**src/rtl/nyan_pkg.sv**
```systemverilog
// Shared constants and types for the nyan sprite pixel pipeline:
// VGA active size, RGB width, and the 16-entry sprite palette.
package nyan_pkg;

    localparam int RGB_W    = 6;
    localparam int H_ACTIVE = 640;
    localparam int V_ACTIVE = 480;

    typedef logic [RGB_W-1:0] rgb6_t;

    // {r[1:0],g[1:0],b[1:0]}; entry 0 is transparent and never displayed
    localparam rgb6_t PALETTE [0:15] = '{
        6'b00_00_00,  // 0  transparent
        6'b01_01_01,  // 1  dark grey outline
        6'b11_11_11,  // 2  white
        6'b11_10_11,  // 3  pink frosting
        6'b11_01_11,  // 4  magenta sprinkle
        6'b11_00_00,  // 5  red
        6'b11_10_00,  // 6  orange
        6'b11_11_00,  // 7  yellow
        6'b00_11_00,  // 8  green
        6'b00_01_11,  // 9  blue
        6'b10_00_11,  // 10 purple
        6'b10_10_10,  // 11 cat grey
        6'b11_10_10,  // 12 peach pastry
        6'b01_00_01,  // 13 dark purple
        6'b10_01_11,  // 14 violet
        6'b10_11_11   // 15 light cyan
    };

endpackage

```
**src/rtl/nyan_frame_seq.sv**
```systemverilog
// Animation frame sequencer: detects the falling edge of vsync, counts
// FRAME_HOLD edges per animation frame and steps frame_idx with wrap.
// With ANIM_PAUSE_EN defined, an anim_pause input freezes the sequencer.
module nyan_frame_seq
    import nyan_pkg::*;
#(
    parameter int FRAMES     = 12,
    parameter int FRAME_HOLD = 5
) (
    input  logic       px_clk,
    input  logic       reset_n,
    input  logic       vsync_in,
`ifdef ANIM_PAUSE_EN
    input  logic       anim_pause,
`endif
    output logic [3:0] frame_idx
);

    localparam int HOLD_W = (FRAME_HOLD > 1) ? $clog2(FRAME_HOLD) : 1;
    localparam logic [HOLD_W-1:0] LAST_HOLD  = HOLD_W'(FRAME_HOLD - 1);
    localparam logic [3:0]        LAST_FRAME = 4'(FRAMES - 1);

    logic              vsync_prev;
    logic [HOLD_W-1:0] hold_cnt;
    logic              frame_start;
    logic              advance;

    assign frame_start = vsync_prev && !vsync_in;

`ifdef ANIM_PAUSE_EN
    assign advance = frame_start && !anim_pause;
`else
    assign advance = frame_start;
`endif

    // Edge detector plus hold counter; frame_idx only moves on a vsync edge,
    // so it is stable through the whole visible frame. Edges seen while
    // paused are consumed, not deferred.
    always_ff @(posedge px_clk) begin
        if (!reset_n) begin
            vsync_prev <= 1'b1;
            hold_cnt   <= '0;
            frame_idx  <= '0;
        end else begin
            vsync_prev <= vsync_in;
            if (advance) begin
                if (hold_cnt == LAST_HOLD) begin
                    hold_cnt  <= '0;
                    frame_idx <= (frame_idx == LAST_FRAME) ? 4'd0 : frame_idx + 4'd1;
                end else begin
                    hold_cnt <= hold_cnt + 1'b1;
                end
            end
        end
    end

endmodule

```
**src/rtl/nyan_sprite_renderer.sv**
```systemverilog
// Two-stage pixel pipeline behind the 640x480 sync generator. Stage 0 maps
// the screen coordinate into the scaled sprite window and issues the
// frame-ROM address; stage 1 turns the returned palette index into RGB.
// Syncs travel alongside so rgb/hsync_out/vsync_out share a 2-cycle latency.
// Optional macro ANIM_PAUSE_EN adds an anim_pause input that freezes animation.
module nyan_sprite_renderer
    import nyan_pkg::*;
#(
    parameter int    SPRITE_W    = 64,
    parameter int    SPRITE_H    = 64,
    parameter int    SCALE_SHIFT = 2,
    parameter int    ORIGIN_X    = 192,
    parameter int    ORIGIN_Y    = 112,
    parameter int    FRAMES      = 12,
    parameter int    FRAME_HOLD  = 5,
    parameter rgb6_t BG_RGB      = 6'b00_00_10
) (
    input  logic             px_clk,
    input  logic             reset_n,
    input  logic             hsync_in,
    input  logic             vsync_in,
    input  logic             activevideo_in,
    input  logic [9:0]       x_px,
    input  logic [9:0]       y_px,
`ifdef ANIM_PAUSE_EN
    input  logic             anim_pause,
`endif
    output logic [15:0]      rom_addr,
    input  logic [3:0]       rom_data,
    output logic             hsync_out,
    output logic             vsync_out,
    output logic [RGB_W-1:0] rgb,
    output logic [3:0]       frame_idx
);

    localparam int SX_W  = $clog2(SPRITE_W);
    localparam int SY_W  = $clog2(SPRITE_H);
    localparam int WIN_W = SPRITE_W << SCALE_SHIFT;
    localparam int WIN_H = SPRITE_H << SCALE_SHIFT;

    // 11-bit bounds so the exclusive end (e.g. 448) never wraps
    localparam logic [10:0] X0 = 11'(ORIGIN_X);
    localparam logic [10:0] X1 = 11'(ORIGIN_X + WIN_W);
    localparam logic [10:0] Y0 = 11'(ORIGIN_Y);
    localparam logic [10:0] Y1 = 11'(ORIGIN_Y + WIN_H);

    localparam logic [15:0] FRAME_SZ = 16'(SPRITE_W * SPRITE_H);
    localparam logic [15:0] ROW_SZ   = 16'(SPRITE_W);

    if (FRAMES * SPRITE_W * SPRITE_H > 65536) begin : g_rom_too_big
        $error("sprite frames do not fit the 16-bit ROM address space");
    end
    if (FRAMES < 1 || FRAMES > 16) begin : g_bad_frames
        $error("FRAMES must be 1..16 to fit the 4-bit frame_idx");
    end
    if (ORIGIN_X + WIN_W > H_ACTIVE || ORIGIN_Y + WIN_H > V_ACTIVE) begin : g_off_screen
        $error("sprite window exceeds the visible area");
    end

    logic              in_x, in_y, in_sprite;
    logic [9:0]        dx, dy;
    logic [SX_W-1:0]   sx;
    logic [SY_W-1:0]   sy;
    logic [15:0]       addr_nxt;
    rgb6_t             rgb_nxt;

    logic in_sprite_d1, active_d1, hsync_d1, vsync_d1;

    nyan_frame_seq #(
        .FRAMES     (FRAMES),
        .FRAME_HOLD (FRAME_HOLD)
    ) u_frame_seq (
        .px_clk     (px_clk),
        .reset_n    (reset_n),
        .vsync_in   (vsync_in),
`ifdef ANIM_PAUSE_EN
        .anim_pause (anim_pause),
`endif
        .frame_idx  (frame_idx)
    );

    assign in_x      = ({1'b0, x_px} >= X0) && ({1'b0, x_px} < X1);
    assign in_y      = ({1'b0, y_px} >= Y0) && ({1'b0, y_px} < Y1);
    assign in_sprite = activevideo_in && in_x && in_y;

    // Offsets are only meaningful inside the window; addr_nxt masks them otherwise
    assign dx = x_px - 10'(ORIGIN_X);
    assign dy = y_px - 10'(ORIGIN_Y);
    assign sx = SX_W'(dx >> SCALE_SHIFT);
    assign sy = SY_W'(dy >> SCALE_SHIFT);

    assign addr_nxt = in_sprite
                    ? 16'(frame_idx) * FRAME_SZ + 16'(sy) * ROW_SZ + 16'(sx)
                    : 16'd0;

    // Palette lookup with index 0 as transparent; blanking forces black
    assign rgb_nxt = !active_d1                           ? '0 :
                     (in_sprite_d1 && rom_data != 4'd0)   ? PALETTE[rom_data] :
                                                            BG_RGB;

    // Stage 0: issue ROM address and carry pixel qualifiers/syncs forward
    always_ff @(posedge px_clk) begin
        if (!reset_n) begin
            rom_addr     <= '0;
            in_sprite_d1 <= 1'b0;
            active_d1    <= 1'b0;
            hsync_d1     <= 1'b1;
            vsync_d1     <= 1'b1;
        end else begin
            rom_addr     <= addr_nxt;
            in_sprite_d1 <= in_sprite;
            active_d1    <= activevideo_in;
            hsync_d1     <= hsync_in;
            vsync_d1     <= vsync_in;
        end
    end

    // Stage 1: register colour and syncs together for the VGA pins
    always_ff @(posedge px_clk) begin
        if (!reset_n) begin
            rgb       <= '0;
            hsync_out <= 1'b1;
            vsync_out <= 1'b1;
        end else begin
            rgb       <= rgb_nxt;
            hsync_out <= hsync_d1;
            vsync_out <= vsync_d1;
        end
    end

endmodule
```
**config.mk**
```make
export PLATFORM = sky130hd
export DESIGN_NAME = nyan_sprite_renderer
export DESIGN_NICKNAME = d
export VERILOG_FILES = /design/src/rtl/nyan_pkg.sv /design/src/rtl/nyan_frame_seq.sv /design/src/rtl/nyan_sprite_renderer.sv
export SDC_FILE = /design/constraint.sdc
export NUM_CORES = 1
export LEC_CHECK = 0
export BUFFER_PORTS_ARGS = -buffer_cell sky130_fd_sc_hd__buf_2
export CORE_MARGIN = 2
export CORE_UTILIZATION = 51
export CTS_CLUSTER_SIZE = 12
export DETAILED_ROUTE_END_ITERATION = 6
export PLACE_DENSITY = 0.83
export SLEW_MARGIN = 20
export SYNTH_ARGS = -nofsm -noshare
export SYNTH_HDL_FRONTEND = slang
export SYNTH_HIERARCHICAL = 1
export SYNTH_SLANG_ARGS = --single-unit
```
**constraint.sdc**
```tcl
create_clock -name px_clk -period 2.8 [get_ports px_clk]
set_clock_uncertainty 0.15 [all_clocks]
set_input_delay 0.56 -clock px_clk [delete_from_list [all_inputs] [get_ports px_clk]]
set_output_delay 0.56 -clock px_clk [all_outputs]
set_load 0.01 [all_outputs]
```
==> results.md, run 1 <==
- Global-route wire length before repair: 4940 um
- Power share of the combinational group: 9.9%
- Pin count of the biggest net entering global routing: 18
- Max-Cap Viols: 0
- Number of clock sinks: 36
- Net switching power: 227 uW
- Final Power: 979 uW
- Synthesized instance count: 138
- Average via count per standard cell: 5.29
- Detailed-route wire length: 2890 um
- Y dimension of the die: around 58 um
- Nature of the critical path startpoint: input pin
- Site row count: 19
- Post-route DRC: 0
- Maximum frequency from static timing analysis: 564 MHz
- Number of I/O pins: 57
- Total negative slack: 0 ns
- Placed wire-length estimate after detailed placement: around 2200 um
- Switching Fraction: 23.1%
- Via count of the first global-routing pass: around 1100
- Area growth from synthesis to final layout: 23.6%
- Die boundary width: 57.5 um
- Power Density: between 500 and 600 nW/um2
- Resized cells post-CTS: 0
- Worst reg2reg setup slack: 1.07 ns
- Category of the most critical setup path: in2reg
- Gr ovfl total: 0
- Die area: 3310 um2
- Effective utilization at floorplan: 53.4%
- Commonest cells after routing, fill and taps aside: sky130_fd_sc_hd__buf_2, sky130_fd_sc_hd__dfxtp_1, sky130_fd_sc_hd__nor3b_1
- Number of flops mapped to enable cells by yosys: 0
- Relative max-transition margin: between 50% and 60%
- Pint: around 750 uW
- Setup repair after global routing missed its margin: no
- Status: finished clean
- TritonCTS clock tree: yes
- Leakage power: 0.844 nW
- #FFs+latches synth: 36
- Number of nets produced by synthesis: 177
- Clock Power Share: 36.3%
- # setup viols final: 0
- Final period demand of the worst path: 1.77 ns
- Length of the first detailed-routing pass in iterations: 4
- Root Buffer Master: sky130_fd_sc_hd__clkbuf_4
- Final ANT Viol Nets: 0
- Maximum vdd drop: 0.727 mV
- Antenna violations before repair: 0
- Number of distinct library cells after synthesis: 34
- Overall global routing resource usage: between 15 and 20%
- Worst hold path class: in2reg
- Worst Tran Pin Value: 0.722 ns
- Placeable core region: between 2000 and 3000 um2
- Clock buffer count from CTS: 5
- RD Place Congestion: roughly 0.78
- Top fanout value on the critical path: 17
- Fin. Hold Viols: 0
- Length in cells of the worst reg-to-reg path: 5
- Vias post-DR: 1191
- Sequential fraction of design power: approximately 54%
- Post-Synthesis Cell Area: 1460 um2
- Fin crit share: 63.3%
- Leading register cell type out of synthesis: sky130_fd_sc_hd__dfxtp_1
- Fraction of layout instances using a drive strength above 1: about a third
- Diodes inserted: 0
- Cell depth of the worst min-delay path: 2
- Post-synth ARST share: 0%
- Arrival time of data at the critical path endpoint: between 1.5 and 2 ns
- Sequential cell area fraction in the yosys report: 49.4%
- Number of buffers added on ports: 52
- Number of warning messages in the yosys log: 6
- Critical Path End Type: flop
- Clk Latency, worst-skew pair: 0.33 ns
- Synthesized area per cell: approximately 11 um2
- Final Max Tran Viols: 0
- Post-DR wirelength/cell: between 10 and 15 um
- Clock Path Buffers: 2
- Most common library cell in the layout ignoring fill and taps: sky130_fd_sc_hd__buf_2
- CTS H-tree lvls: 2
- CP Data Required Time: 2.85 ns
- Iter 0 DRT Violations: 31
- Number of nets in the final layout: 232
- Filler cells: 224
- Setup Fix Bufs, Post-CTS: 0
- CTS Hold Bufs: 0
- Clock input transition at the sequential cells of the worst setup and hold paths: 0.11 ns
==> logic make-up after synthesis <==
| family | count (synthesis) | share of synthesized area (%) |
|---|---|---|
| and+or+nand+nor | 52 | 23.4 |
| adders and majority gates | 10 | 8.57 |
| buffers and inverters | 12 | 4.20 |
| DFF | 36 | 49.4 |
| AOI/OAI and AO/OA | 19 | 8.31 |
| xor gates and xnor gates | 6 | 4.11 |
| muxes | 3 | 2.06 |
==> path summary, 6_finish.rpt <==
check                                             start                       end
worst max-delay path                            y_px[4]               rom_addr[7]
worst min-delay path                            x_px[6]               rom_addr[4]
worst max register to register  u_frame_seq/hold_cnt[0]  u_frame_seq/frame_idx[3]
worst min register to register                 vsync_d1                 vsync_out
==> cell usage after synthesis, drive strengths merged (3+ instances only) <==
cell    count  area share, %
dfxtp      36             49
nor3b      12            6.2
ha         10            8.6
nor2        9            2.3
a21oi       8            3.0
inv         8            2.1
a211oi      5            2.6
nand2       5            1.3
nand2b      4            1.7
nor3        4            1.4
or2b        4            2.1
mux2i       3            2.1
nand3       3            1.9
o21ai       3            1.0
xnor2       3            1.8
xor2        3            2.3
==> power by group through the flow <==
stage | Combinational, mW | Clock (mW) | Sequential (mW)
2_1_floorplan | 0.0627 | 0 | 0.538
3_3_place_gp | 0.0905 | 0 | 0.537
3_5_place_dp | 0.0977 | 0 | 0.538
4_1_cts | 0.0980 | 0.365 | 0.526
5_1_grt | 0.109 | 0.382 | 0.527
6_report | 0.0970 | 0.356 | 0.526
==> area by class of cell <==
| class | count | area (um2) | area share, % |
|---|---|---|---|
| clock buffers | 6 | 41.3 | 2.29 |
| clock inverters | 2 | 35.0 | 1.94 |
| inverters | 8 | 30.0 | 1.66 |
| multi-input cells | 90 | 678 | 37.6 |
| flip-flops and latches | 36 | 721 | 39.9 |
| well taps | 31 | 38.8 | 2.15 |
| repair buffers | 52 | 260 | 14.4 |
==> per-stage QoR <==
step	area (um2)	utilization [%]	setup WS (ns)	hold WS (ns)	cells
detailed placement	1730	63.2	0.649	0.255	217
global route	1800	66.0	0.893	0.226	225
finish	1800	66.0	1.03	0.249	225
CTS	1800	66.0	1.03	0.234	225
floorplan	1460	-	1.08	0.235	138
global placement	1730	63.2	0.710	0.237	217
==> flip-flops by register name (all words and copies together) (netlist names) <==
name                    cells
vsync_d1                    1
u_frame_seq/hold_cnt        3
in_sprite_d1                1
hsync_out                   1
rom_addr                   16
rgb                         6
hsync_d1                    1
active_d1                   1
u_frame_seq/vsync_prev      1
vsync_out                   1
u_frame_seq/frame_idx       4
==> metal layers <==
| layer | share of wire (%) | wire length (um) | vias up | track usage (%) |
|---|---|---|---|---|
| li1 | - | - | 589 | - |
| met1 | 39 | 1120 | 549 | 20.2 |
| met2 | 51 | 1470 | 47 | 35.9 |
| met3 | 8.8 | 253 | 6 | 7.94 |
| met4 | 1.5 | 44 | 0 | 6.98 |
| met5 | 0 | 0 | - | 0 |
==> critical path, cell delays in order <==
cell,delay [ns]
sky130_fd_sc_hd__buf_2,0.11
sky130_fd_sc_hd__ha_1,0.23
sky130_fd_sc_hd__a21oi_2,0.18
sky130_fd_sc_hd__xor2_2,0.60
sky130_fd_sc_hd__nor3b_1,0.14
No activity file was read; power rests on OpenSTA's default activity.
==> inputs of run 2 (changes only) <==
--- a/config.mk
+++ b/config.mk
@@ -7,10 +7,10 @@
 export LEC_CHECK = 0
 export BUFFER_PORTS_ARGS = -buffer_cell sky130_fd_sc_hd__buf_2
 export CORE_MARGIN = 2
-export CORE_UTILIZATION = 51
+export CORE_UTILIZATION = 43
 export CTS_CLUSTER_SIZE = 12
 export DETAILED_ROUTE_END_ITERATION = 6
-export PLACE_DENSITY = 0.83
+export PLACE_DENSITY = 0.75
 export SLEW_MARGIN = 20
 export SYNTH_ARGS = -nofsm -noshare
 export SYNTH_HDL_FRONTEND = slang
==> constraint.sdc (replaced) <==
create_clock -name px_clk -period 1.4 [get_ports px_clk]
set_clock_uncertainty 0.15 [all_clocks]
set_input_delay 0.28 -clock px_clk [delete_from_list [all_inputs] [get_ports px_clk]]
set_output_delay 0.28 -clock px_clk [all_outputs]
set_load 0.01 [all_outputs]
==> results.md, run 2 (synthesis gave the netlist of run 1 again) <==
- Largest register by flop count: rom_addr (unchanged)
- Met3 track demand over resource: 6.34% (was 7.94%)
- Global-route wire length before repair: 4910 um (was 4940 um)
- Placed wire-length estimate after detailed placement: 2280 um (was 2220 um)
- TritonCTS clock tree: yes (unchanged)
- CP Data Required Time: 1.51 ns (was 2.85 ns)
- Met1 Resource Use GR: 16.8% (was 20.2%)
- Fin crit share: 109%
- Final period demand of the worst path: 1.53 ns
- Fraction of layout instances using a drive strength above 1: 45.1% (was 34.5%)
- Most common library cell in the layout ignoring fill and taps: sky130_fd_sc_hd__buf_2 (unchanged)
- Root Buffer Master: sky130_fd_sc_hd__clkbuf_4 (unchanged)
- Total negative slack: -0.196 ns (was 0 ns)
- CTS H-tree lvls: 2 (unchanged)
- Via count of the first global-routing pass: 1203 (was 1140)
- Final Max Tran Viols: 0 (unchanged)
- Final worst setup slack: -0.129 ns (was 1.03 ns)
- Length in cells of the worst reg-to-reg path: 5 (unchanged)
- Clock input transition at the sequential cells of the worst setup and hold paths: 0.11 ns (about the same)
- Diodes inserted: 0 (unchanged)
- Site row count: 21 (was 19)
- Status: finished, violations left (was finished clean)
- Met2 Resource Use GR: 28.1% (was 35.9%)
- Clock buffer count from CTS: 5 (unchanged)
- Setup repair after global routing missed its margin: yes (was no)
- Category of the most critical setup path: reg2reg (was in2reg)
- Post-placement setup slack: -0.142 ns (was 0.649 ns)
- Detailed-route wire length: 2960 um (was 2890 um)
- Vias post-DR: 1233 (was 1191)
- Fin area: 2000 um2 (was 1800 um2)
- Power Density: 908 nW/um2 (was 542 nW/um2)
- Die boundary width: 62.3 um (was 57.5 um)
- Average via count per standard cell: 4.72 (was 5.29)
- Arrival time of data at the critical path endpoint: 1.64 ns (was 1.82 ns)
- Worst Tran Pin Value: 0.290 ns (was 0.722 ns)
- Maximum frequency from static timing analysis: ~650 MHz
- Routing layer with the top usage in global route: met2 (unchanged)
- Final design utilization: 60.4% (was 66.0%)
- Max FFs per register: 16 (unchanged)
- Clock Path Buffers: 2 (unchanged)
- Y dimension of the die: 62.3 um (was 57.5 um)
- Number of I/O pins: 57 (unchanged)
- Area growth from synthesis to final layout: 36.8% (was 23.6%)
- Fin. Hold Viols: 0 (unchanged)
- Number of clock sinks: 36 (unchanged)
- Relative max-transition margin: 80.6% (was 51.9%)
- Length of the first detailed-routing pass in iterations: 4 (unchanged)
- Top fanout value on the critical path: 6 (was 17)
- Post-DR wirelength/cell: 11.4 um (was 12.8 um)
- Violated checks: negative setup slack
- Cell depth of the worst min-delay path: 2 (unchanged)
- Number of buffers added on ports: 52 (unchanged)
- RD Place Congestion: 0.900 (was 0.777)
- Nature of the critical path startpoint: flop (was input pin)
- Placeable core region: 3310 um2 (was 2730 um2)
- # setup viols final: 3 (was 0)
- Number of nets in the final layout: 254 (was 232)
- Maximum vdd drop: 0.495 mV (was 0.727 mV)
- Die area: 3880 um2 (was 3310 um2)
- Gr ovfl total: 0 (unchanged)
- Clk Latency, worst-skew pair: 0.34 ns (was 0.33 ns)
- Max-Cap Viols: 0 (unchanged)
- Post-route DRC: 0 (unchanged)
- Antenna violations before repair: 0 (unchanged)
- Commonest cells after routing, fill and taps aside: sky130_fd_sc_hd__buf_2, sky130_fd_sc_hd__dfxtp_1, sky130_fd_sc_hd__buf_4 (was sky130_fd_sc_hd__buf_2, sky130_fd_sc_hd__dfxtp_1, sky130_fd_sc_hd__nor3b_1)
- Overall global routing resource usage: 16.0% (was 19.7%)
- Cell area after placement: 1890 um2 (was 1730 um2)
- Critical Path End Type: flop (unchanged)
- Worst hold path class: in2reg (unchanged)
- Leakage power: 0.933 nW (was 0.844 nW)
- Iter 0 DRT Violations: 28 (was 31)
- Pin count of the biggest net entering global routing: 18 (unchanged)
- Effective utilization at floorplan: 44.1% (was 53.4%)
- Final ANT Viol Nets: 0 (unchanged)
- Largest registers: rom_addr x16, rgb x6, u_frame_seq/frame_idx x4 (unchanged)
- Filler cells: 309 (was 224)
-- run 2: changes by cell type in the layout (fill, tap and decap cells not counted), sizes merged --
cell | previous run | this run
bufinv | 1 | 0
buf | 52 | 72
dlygate4sd3 | 0 | 2
-- run 2: cell type report --
| cell class | instances | area (um2) | area share, % |
|---|---|---|---|
| Clock buffer | 6 | 41.3 | 2.07 |
| Clock inverter | 1 | 5.00 | 0.250 |
| Inverter | 8 | 30.0 | 1.50 |
| Multi-Input combinational cell | 90 | 698 | 34.9 |
| Sequential cell | 36 | 726 | 36.3 |
| Tap cell | 46 | 57.6 | 2.88 |
| Timing Repair Buffer | 74 | 440 | 22.0 |
-- run 2: path summary, 6_finish.rpt --
kind | to | start | slack (ns)
max | u_frame_seq/frame_idx[3] | u_frame_seq/hold_cnt[0] | -0.13
min | u_frame_seq/vsync_prev | reset_n | 0.04
max reg2reg | u_frame_seq/frame_idx[3] | u_frame_seq/hold_cnt[0] | -0.13
min reg2reg | vsync_out | vsync_d1 | 0.26
-- run 2: critical path, cell delays in order, from the launching register on --
cell,delay [ns]
sky130_fd_sc_hd__dfxtp_2,0.35
sky130_fd_sc_hd__inv_2,0.07
sky130_fd_sc_hd__ha_4,0.14
sky130_fd_sc_hd__nand4b_4,0.13
sky130_fd_sc_hd__or4_1,0.42
sky130_fd_sc_hd__a31oi_1,0.19
-- run 2: routing by layer --
| metal | routed length [um] | share of wire [%] | vias up |
|---|---|---|---|
| met5 | 0 | 0 | - |
| met4 | 48 | 1.6 | 0 |
| met3 | 195 | 6.6 | 5 |
| met1 | 1220 | 41 | 558 |
| li1 | - | - | 626 |
| met2 | 1500 | 50 | 44 |
-- run 2: what timing repair did --
| action | CTS | global route |
|---|---|---|
| endpoints found under the hold margin | 2 | 0 |
| hold buffers | 2 | 0 |
| buffers inserted | 3 | 0 |
| resized for setup | 4 | 1 |
| pin swaps | 1 | 1 |
| setup endpoints to repair | 4 | 5 |
-- run 2: through the flow --
step                std cells  hold slack (ns)  power, mW
floorplan                 138            0.203       1.21
global placement          249            0.240       1.31
detailed placement        249            0.242       1.32
CTS                       261           0.0250       1.84
global route              261           0.0276       1.90
finish                    261           0.0368       1.81
-- run 2: report_power, final --
group / total (mW) / internal [mW] / switching (mW)
registers: 1.05 / 1.04 / 0.00877
logic: 0.249 / 0.133 / 0.117
clock network: 0.513 / 0.185 / 0.328
total: 1.81 / 1.36 / 0.454
